--- src/rtl/if_id_fetch_buffer_pkg.sv ---
// Shared types and constants for the IF->ID fetch buffer.
// Default widths here match the module parameter defaults.
package project_types;

    localparam int PC_W_DEF   = 32;
    localparam int INST_W_DEF = 32;

    typedef logic [PC_W_DEF-1:0]   pc_t;
    typedef logic [INST_W_DEF-1:0] inst_t;

    typedef struct packed {
        pc_t   pc;
        inst_t inst;
    } fetch_entry_t;

    localparam inst_t INST_NOP = '0;

endpackage

--- src/rtl/if_id_fetch_buffer_fifo.sv ---
// Small FIFO of fetched {pc, inst} entries.
// The head is read combinationally so that ID can load it on the same edge as the pop.
module fetch_fifo #(
    parameter int DATA_W = 64,
    parameter int DEPTH  = 4,
    parameter int CNT_W  = $clog2(DEPTH + 1)
) (
    input  logic              clk,
    input  logic              rst,
    input  logic              clear_i,
    input  logic              push_i,
    input  logic              pop_i,
    input  logic [DATA_W-1:0] data_i,
    output logic [DATA_W-1:0] head_o,
    output logic              full_o,
    output logic [CNT_W-1:0]  count_o
);
    localparam int PTR_W = (DEPTH > 1) ? $clog2(DEPTH) : 1;
    localparam logic [PTR_W-1:0] LAST_PTR = PTR_W'(DEPTH - 1);
    localparam logic [CNT_W-1:0] FULL_CNT = CNT_W'(DEPTH);

    logic [DATA_W-1:0] mem [DEPTH];
    logic [PTR_W-1:0]  rd_q, rd_d;
    logic [PTR_W-1:0]  wr_q, wr_d;
    logic [CNT_W-1:0]  cnt_q, cnt_d;
    logic              do_push;
    logic              do_pop;

    assign full_o  = (cnt_q == FULL_CNT);
    assign count_o = cnt_q;
    assign head_o  = mem[rd_q];

    // A push into a full FIFO is only legal when the head leaves on the same edge.
    assign do_push = push_i & ~clear_i & (~full_o | pop_i);
    assign do_pop  = pop_i & ~clear_i & (cnt_q != '0);

    always_comb begin
        rd_d  = rd_q;
        wr_d  = wr_q;
        cnt_d = cnt_q;
        if (clear_i) begin
            rd_d  = '0;
            wr_d  = '0;
            cnt_d = '0;
        end else begin
            if (do_pop)
                rd_d = (rd_q == LAST_PTR) ? '0 : rd_q + 1'b1;
            if (do_push)
                wr_d = (wr_q == LAST_PTR) ? '0 : wr_q + 1'b1;
            case ({do_push, do_pop})
                2'b10:   cnt_d = cnt_q + 1'b1;
                2'b01:   cnt_d = cnt_q - 1'b1;
                default: cnt_d = cnt_q;
            endcase
        end
    end

    always_ff @(posedge clk) begin
        if (rst) begin
            rd_q  <= '0;
            wr_q  <= '0;
            cnt_q <= '0;
        end else begin
            rd_q  <= rd_d;
            wr_q  <= wr_d;
            cnt_q <= cnt_d;
        end
    end

    always_ff @(posedge clk) begin
        if (do_push)
            mem[wr_q] <= data_i;
    end

endmodule

--- src/rtl/if_id_fetch_buffer.sv ---
// IF->ID pipeline boundary: buffers fetched instructions while ID is stalled
// and drives the registered ID-stage instruction.
module if_id_fetch_buffer
    import project_types::*;
#(
    parameter int PC_W    = PC_W_DEF,
    parameter int INST_W  = INST_W_DEF,
    parameter int DEPTH   = 4,
    parameter int STALL_W = 6,
    parameter int IF_IDX  = 1,
    parameter int ID_IDX  = 2
) (
    input  logic                       clk,
    input  logic                       rst,
    input  logic [STALL_W-1:0]         stall,
    input  logic                       flush,
    input  logic                       if_valid_i,
    input  logic [PC_W-1:0]            if_pc_i,
    input  logic [INST_W-1:0]          if_inst_i,
    output logic                       id_valid_o,
    output logic [PC_W-1:0]            id_pc_o,
    output logic [INST_W-1:0]          id_inst_o,
    output logic                       stallreq_o,
    output logic [$clog2(DEPTH+1)-1:0] count_o,
    output logic                       overflow_o
);
    localparam int CNT_W  = $clog2(DEPTH + 1);
    localparam int DATA_W = PC_W + INST_W;
    localparam logic [INST_W-1:0] NOP = INST_W'(INST_NOP);
    localparam logic [CNT_W-1:0]  FULL_CNT = CNT_W'(DEPTH);

    logic              id_adv;
    logic              push;
    logic              pop;
    logic              fifo_empty;
    logic              fifo_full;
    logic              bypass;
    logic              enq_req;
    logic              enq_ok;
    logic [DATA_W-1:0] head;
    logic [PC_W-1:0]   head_pc;
    logic [INST_W-1:0] head_inst;
    logic [CNT_W-1:0]  fifo_cnt;

    logic              valid_q, valid_d;
    logic [PC_W-1:0]   pc_q, pc_d;
    logic [INST_W-1:0] inst_q, inst_d;
    logic              ovf_q, ovf_d;

    // Only the IF and ID stall bits matter here.
    logic unused_stall;
    assign unused_stall = ^stall;

    assign id_adv     = ~stall[ID_IDX];
    assign push       = if_valid_i & ~stall[IF_IDX];
    assign fifo_empty = (fifo_cnt == '0);
    assign pop        = id_adv & ~fifo_empty;
    // Bypass only when nothing older is queued, so program order holds.
    assign bypass     = id_adv & fifo_empty & push;
    assign enq_req    = push & ~bypass;
    assign enq_ok     = enq_req & (~fifo_full | pop);
    assign {head_pc, head_inst} = head;

    fetch_fifo #(
        .DATA_W (DATA_W),
        .DEPTH  (DEPTH),
        .CNT_W  (CNT_W)
    ) u_fifo (
        .clk     (clk),
        .rst     (rst),
        .clear_i (flush),
        .push_i  (enq_ok),
        .pop_i   (pop),
        .data_i  ({if_pc_i, if_inst_i}),
        .head_o  (head),
        .full_o  (fifo_full),
        .count_o (fifo_cnt)
    );

    always_comb begin
        valid_d = valid_q;
        pc_d    = pc_q;
        inst_d  = inst_q;
        ovf_d   = ovf_q;
        if (flush) begin
            valid_d = 1'b0;
            pc_d    = '0;
            inst_d  = NOP;
        end else begin
            if (id_adv) begin
                if (!fifo_empty) begin
                    valid_d = 1'b1;
                    pc_d    = head_pc;
                    inst_d  = head_inst;
                end else if (push) begin
                    valid_d = 1'b1;
                    pc_d    = if_pc_i;
                    inst_d  = if_inst_i;
                end else begin
                    valid_d = 1'b0;
                    pc_d    = '0;
                    inst_d  = NOP;
                end
            end
            if (enq_req && !enq_ok)
                ovf_d = 1'b1;
        end
    end

    always_ff @(posedge clk) begin
        if (rst) begin
            valid_q <= 1'b0;
            pc_q    <= '0;
            inst_q  <= NOP;
            ovf_q   <= 1'b0;
        end else begin
            valid_q <= valid_d;
            pc_q    <= pc_d;
            inst_q  <= inst_d;
            ovf_q   <= ovf_d;
        end
    end

    assign id_valid_o = valid_q;
    assign id_pc_o    = pc_q;
    assign id_inst_o  = inst_q;
    assign overflow_o = ovf_q;
    assign count_o    = fifo_cnt;
    assign stallreq_o = (fifo_cnt == FULL_CNT) & stall[ID_IDX];

endmodule

--- config.mk ---
export PLATFORM = sky130hd
export DESIGN_NAME = if_id_fetch_buffer
export DESIGN_NICKNAME = d
export VERILOG_FILES = /design/src/rtl/if_id_fetch_buffer_pkg.sv /design/src/rtl/if_id_fetch_buffer_fifo.sv /design/src/rtl/if_id_fetch_buffer.sv
export SDC_FILE = /design/constraint.sdc
export NUM_CORES = 1
export LEC_CHECK = 0
export CAP_MARGIN = 20
export CELL_PAD_IN_SITES_DETAIL_PLACEMENT = 0
export CELL_PAD_IN_SITES_GLOBAL_PLACEMENT = 1
export CORE_AREA = 5 5 232 234
export CTS_CLUSTER_SIZE = 12
export DETAILED_ROUTE_END_ITERATION = 8
export DIE_AREA = 0 0 237 239
export PLACE_DENSITY = 0.51
export SYNTH_ARGS = -nofsm -noshare
export SYNTH_HDL_FRONTEND = slang
export SYNTH_SLANG_ARGS = --single-unit
--- constraint.sdc ---
create_clock -name clk -period 3.5 [get_ports clk]
set_clock_uncertainty 0.15 [all_clocks]
set_input_delay 0.7 -clock clk [delete_from_list [all_inputs] [get_ports clk]]
set_output_delay 0.7 -clock clk [all_outputs]
set_load 0.1 [all_outputs]
==> out/qor.txt, run 1 <==
Vias per Instance: 4.495
Initial antenna violation count: 0
Sink Count: 331
Layout cells sized above 1: 27.51%
Combinational share of power: 4.5%
Sequential fraction of the synthesis area: 72.40%
Core area: 51810 um^2
Required time worst endpoint: 2.65 ns
Critical path launch point type: input pin
Pre-Repair DR Iteration Count: 4
Final TNS setup: 0 ns
LEAKAGE: 5.240 nW
Net Sw Frac: 21.60%
Ys Warns: 0
Dpl ws: 0.4058 ns
Psw: 1.844 mW
Setup ws final: 0.8578 ns
GRT Util Overall: 12.15%
Status: completed
CTS tree: built
Hold Path Class: flip-flop to flip-flop
CTS clk-pin slew, worst paths: 0.06 ns
Critical path class: input pin to primary output
Sequential Power Share: 50.0%
Routed wire length: 34620 um
Fin. max-slew vios: 0
H-Tree Depth: 2
Max-Cap Viols: 0
# DRC: 0
Power Density: 529.6 nW/um^2
Floorplan row count: 84
Unrepaired setup endpoints after global routing: no
Clk_lat worst skew: 0.54 ns
Die area: 56640 um^2
DP HPWL: 19900 um
Worst-Margin Slew: 0.7964 ns
Net Count, Synth: 758
Final Hold Vio Count: 0
Clock share of power: 45.5%
Syn avg cell area: 18.75 um^2
Worst Setup End Kind: primary output
Placer's final routability congestion estimate: 0.6494
Iter 0 DRT Violations: 427
Crit path time final: 2.642 ns
Post-detailed-route wirelength per cell: 22.28 um
First-pass GRT wire length: 51540 um
Postcts setup bufs: 0
Syn Inst Count: 677
Worst vdd ir: 0.2601 mV
Initial Util: 24.49%
Fmax: 378.5 MHz
Grt total ovfl: 0
Die span in x: 237 um
Worst Path Max Fanout: 22
Port Buffers: 139
Die height: 239 um
Area grow syn2layout: 27.00%
Post-cts sizing count: 0
Slew margin rel.: 46.91%
Vias in the first global route: 7693
Flops & latches, synth: 331
Final Util: 31.11%
Mapped Area: 12690 um^2
I/O pin total: 144
Clk root buf: clkbuf_16
Count of final setup violators: 0
Tcrit/Tclk final: 75.49%
NumNets Final: 917
Internal: 6.692 mW
Largest net degree at the start of global routing: 50
TritonCTS Buffers: 39
Worst Path Arrival: 1.79 ns
Synth cell types: 33
Hold_buf cts: 0
Clock buffer depth: 3
DR vias: 6985
Routed Antenna Nets: 0
## flip-flops by register name, indices dropped and copies added (netlist names), named ones only
signal,count
id_valid_o,1
u_fifo.count_o,3
u_fifo.wr_q,2
id_pc_o,32
u_fifo.mem,256
id_inst_o,32
overflow_o,1
u_fifo.rd_q,2
## cell usage in the layout (no fill, tap or decap), types with 2 or more instances in the layout
cell             instances
a21oi_1                  4
a221o_1                 20
a41oi_1                 45
and2_1                  44
and2_4                   4
and3_1                  21
buf_12                  12
buf_4                   90
clkbuf_1                10
clkbuf_16               41
clkbuf_8                 4
clkdlybuf4s50_1         68
clkinv_2                 9
clkinvlp_4               3
dfxtp_1                 73
dfxtp_4                  2
edfxtp_1               256
ha_1                     6
inv_1                    6
mux2i_1                  2
mux4_2                  64
nand2_1                  3
nor2_1                   6
nor3_1                   2
nor3_4                   2
o21ai_0                  4
o2bb2ai_1               44
or3_1                    3
xor2_1                   2
## cell usage after synthesis, drive strengths merged
library cell	instances	area share (%)
or2	1	0.049
nor2b	1	0.049
nand2	3	0.089
dfxtp	75	12
o21ai	4	0.16
or4	1	0.059
buf	28	1.6
or3	3	0.15
a41oi	45	3.1
ha	6	0.59
and2	48	2.4
xnor2	1	0.069
edfxtp	256	61
a21boi	1	0.059
a221o	20	1.6
o2bb2ai	44	3.0
fa	1	0.16
inv	7	0.21
mux4	64	11
xor2	2	0.14
clkbuf	25	0.74
nor3b	1	0.059
and4	1	0.069
mux2i	2	0.16
nand3	1	0.039
a21oi	4	0.16
and3	21	1.0
nor3	4	0.34
nor2	7	0.21
## per-layer routing
layer | up-vias | global-route usage (%) | share of wire (%) | routed length [um]
met3 | 47 | 2.769 | 4.8 | 1666
met1 | 3651 | 16.01 | 45 | 15540
li1 | 3131 | - | - | -
met5 | - | 0 | 0 | 0
met2 | 156 | 20.02 | 48 | 16720
met4 | 0 | 3.971 | 2.0 | 693
## final timing paths
check | from | endpoint | slack (ns) | cells after the start
worst max-delay path | stall[2] | stallreq_o | 0.86 | 4
worst min-delay path | u_fifo.rd_q[1] | flip-flop | 0.35 | 2
worst max register to register | u_fifo.count_o[0] | id_inst_o[9] | 1.11 | 5
worst min register to register | u_fifo.rd_q[1] | flip-flop | 0.35 | 2
## power groups by stage
stage	sequential, mW	combinational (mW)	clock (mW)
3_3_place_gp	4.35	0.386	0
2_1_floorplan	4.43	0.0953	0
3_5_place_dp	4.35	0.389	0
5_1_grt	4.27	0.407	4.21
6_report	4.27	0.382	3.89
4_1_cts	4.27	0.390	4.06
## area by class of cell
cell class                      instances  area, um^2
Antenna cell                            1       2.502
Fill cell                            5091       35700
Multi-Input combinational cell        286        3202
Clock inverter                         15       110.1
Tap cell                              688       860.8
Clock buffer                           55        1119
Sequential cell                       331        9196
Inverter                                7       26.28
Timing Repair Buffer                  171        1602
## logic make-up (layout without fill, tap and decap cells)
group | after synthesis | after routing | synth area share [%]
other cells | 0 | 1 | 0
buf+inv | 60 | 248 | 2.524
compound gates | 118 | 118 | 8.094
xor+xnor | 3 | 3 | 0.2071
mux | 66 | 66 | 11.52
fa+ha+maj | 7 | 7 | 0.7493
flops | 331 | 331 | 72.40
simple gates | 92 | 92 | 4.506
## worst max-delay path, stage by stage
cell and delay (ns):
buf_2 0.15, buf_4 0.36, and3_1 0.36, buf_12 0.21
## through the flow
stage | instances | total power [mW] | area, um^2 | hold slack (ns)
after floorplan | 677 | 4.525 | 12700 | 0.3177
after global placement | 1483 | 4.734 | 14890 | 0.3280
after detailed placement | 1483 | 4.738 | 14890 | 0.3329
after CTS | 1553 | 8.713 | 16120 | 0.3435
after global routing | 1553 | 8.881 | 16120 | 0.3704
final | 1554 | 8.536 | 16120 | 0.3467
No activity file was read; power rests on OpenSTA's default activity.
==> inputs of run 2 (changes only) <==
Clock period 3.5 ns to 2.25 ns, I/O delays scaled along.
==> run 2 against run 1 <==
  * Flip-flop and latch count did not move
  * Highest routed layer is now met5
  * Global-route usage shrank 0.41 points
  * Via count fell by 0.17%
  * Non-clock buffer count rose by 17
  * Critical path type is now flip-flop to primary output
==> out/qor.txt, run 2 (synthesized netlist as in run 1, its figures left out) <==
Status: completed
Die height: 239 um (unchanged)
Fillers: 5024 (-1.3%)
Port Buffers: 139 (unchanged)
Crit path time final: 2.141 ns
Routed Antenna Nets: 0 (unchanged)
Vias per Instance: 4.441 (-1.2%)
Layout cells sized above 1: 29.06% (+1.5 points)
Postcts setup bufs: 0 (unchanged)
Clock buffer depth: 3 (unchanged)
Largest register FFs: 256 (unchanged)
Iter 0 DRT Violations: 379 (-11%)
# DRC: 0 (unchanged)
CTS tree: built
Power Density: 800.9 nW/um^2 (+51%)
Worst vdd ir: 0.3550 mV (+36%)
Worst-Margin Slew: 0.3997 ns (-0.3967 ns)
Die area: 56640 um^2 (unchanged)
Required time worst endpoint: 1.65 ns (-1.00 ns)
Dpl ws: -0.4702 ns (-0.8760 ns)
LEAKAGE: 5.369 nW (+2.5%)
Area grow syn2layout: 29.15%
CTS clk-pin slew, worst paths: 0.06 ns (about the same)
Clk_lat worst skew: 0.53 ns (about the same)
GRT Util Overall: 11.75% (-0.41 points)
Count of final setup violators: 0 (unchanged)
DP HPWL: 21800 um (+9.5%)
Worst Path Max Fanout: 6 (-73%)
Floorplan row count: 84 (unchanged)
I/O pin total: 144 (unchanged)
Worst Setup End Kind: primary output
Worst Path Arrival: 1.54 ns (-0.25 ns)
Sink Count: 331 (unchanged)
Unrepaired setup endpoints after global routing: no
Fin. max-slew vios: 0 (unchanged)
Slew margin rel.: 73.27% (+26 points)
Die span in x: 237 um (unchanged)
Max-Cap Viols: 0 (unchanged)
Commonest non-fill, non-tap cells in the layout: 256 x edfxtp_1, 95 x buf_4, 70 x dfxtp_1, 67 x clkdlybuf4s50_1, 64 x mux4_2
Commonest non-fill, non-tap cell in the layout: edfxtp_1
Final Util: 31.63% (+0.53 points)
Core area: 51810 um^2 (unchanged)
Clk root buf: clkbuf_16
First-pass GRT wire length: 50640 um (-1.7%)
# placed instances: 1500 (+1.1%)
Tcrit/Tclk final: 95.15%
Final Hold Vio Count: 0 (unchanged)
Post-cts sizing count: 0 (unchanged)
TritonCTS Buffers: 38 (-2.6%)
Initial Util: 24.49% (unchanged)
NumNets Final: 933 (+1.7%)
H-Tree Depth: 2 (unchanged)
Initial antenna violation count: 2 (+2)
Critical path class: flip-flop to primary output
Grt total ovfl: 0 (unchanged)
Vias in the first global route: 7299 (-5.1%)
Pre-Repair DR Iteration Count: 4 (unchanged)
Critical path launch point type: flip-flop
Setup ws final: 0.1091 ns (-0.7487 ns)
Placer's final routability congestion estimate: 0.6914 (+6.5%)
Largest Register: u_fifo.mem
Largest net degree at the start of global routing: 50 (unchanged)
Final Non-Filler Cells: 1570 (+1.0%)
Post-detailed-route wirelength per cell: 21.52 um (-3.4%)
Total power: 13.13 mW (+54%)
DR vias: 6973 (-0.17%)
Routed wire length: 33790 um (-2.4%)
Hold Path Class: input pin to flip-flop
Hold_buf cts: 0 (unchanged)
Fmax: 467.1 MHz
==> run 2: per-layer routing <==
| layer | global-route usage, % | vias to the layer above | wire length (um) |
|---|---|---|---|
| li1 | - | 3165 | - |
| met1 | 16.87 | 3591 | 15830 |
| met2 | 18.37 | 165 | 15830 |
| met3 | 2.388 | 48 | 1510 |
| met4 | 2.974 | 4 | 595 |
| met5 | 0 | - | 22 |
==> run 2: path summary, 6_finish.rpt <==
check | startpoint | slack (ns) | endpoint | cells after the start
worst min register to register | u_fifo.rd_q[1] | 0.35 | flip-flop | 2
worst max-delay path | u_fifo.count_o[1] | 0.11 | stallreq_o | 3
worst min-delay path | stall[1] | 0.33 | overflow_o | 4
worst max register to register | u_fifo.count_o[2] | 0.14 | u_fifo.count_o[2] | 9
==> run 2: area by class of cell <==
type	instances	area (um^2)	share of cell area, %
diodes	1	2.502	0.01527
clock buffers	59	1101	6.718
clock inverters	10	90.09	0.5496
inverters	7	26.28	0.1603
multi-input cells	286	3221	19.65
flip-flops and latches	331	9208	56.18
well taps	688	860.8	5.252
repair buffers	188	1882	11.48
==> run 2: report_power, final <==
| group | switching (mW) | internal (mW) |
|---|---|---|
| logic | 0.394 | 0.225 |
| registers | 0.0169 | 6.62 |
| clock network | 2.38 | 3.50 |
| total | 2.79 | 10.3 |
==> run 2: worst max-delay path, cell delays in order (launching register included) <==
cell and delay [ns]:
dfxtp_4 0.37, nor2_1 0.19, and3_1 0.26, buf_12 0.19
==> run 2: metrics by stage <==
step                setup TNS (ns)  hold slack, ns  cell area (um^2)
global route                     0          0.3707             16390
global placement           -102.80          0.3274             15190
finish                           0          0.3256             16390
CTS                              0          0.3514             16380
detailed placement          -95.44          0.3363             15190
floorplan                   -16.91          0.3177             12730
==> inputs of run 3 (changes only) <==
Settings changed: HOLD_SLACK_MARGIN from default to 0.06.
==> results of run 3 <==
Final layout, timing and power as in run 2 (identical DEF).
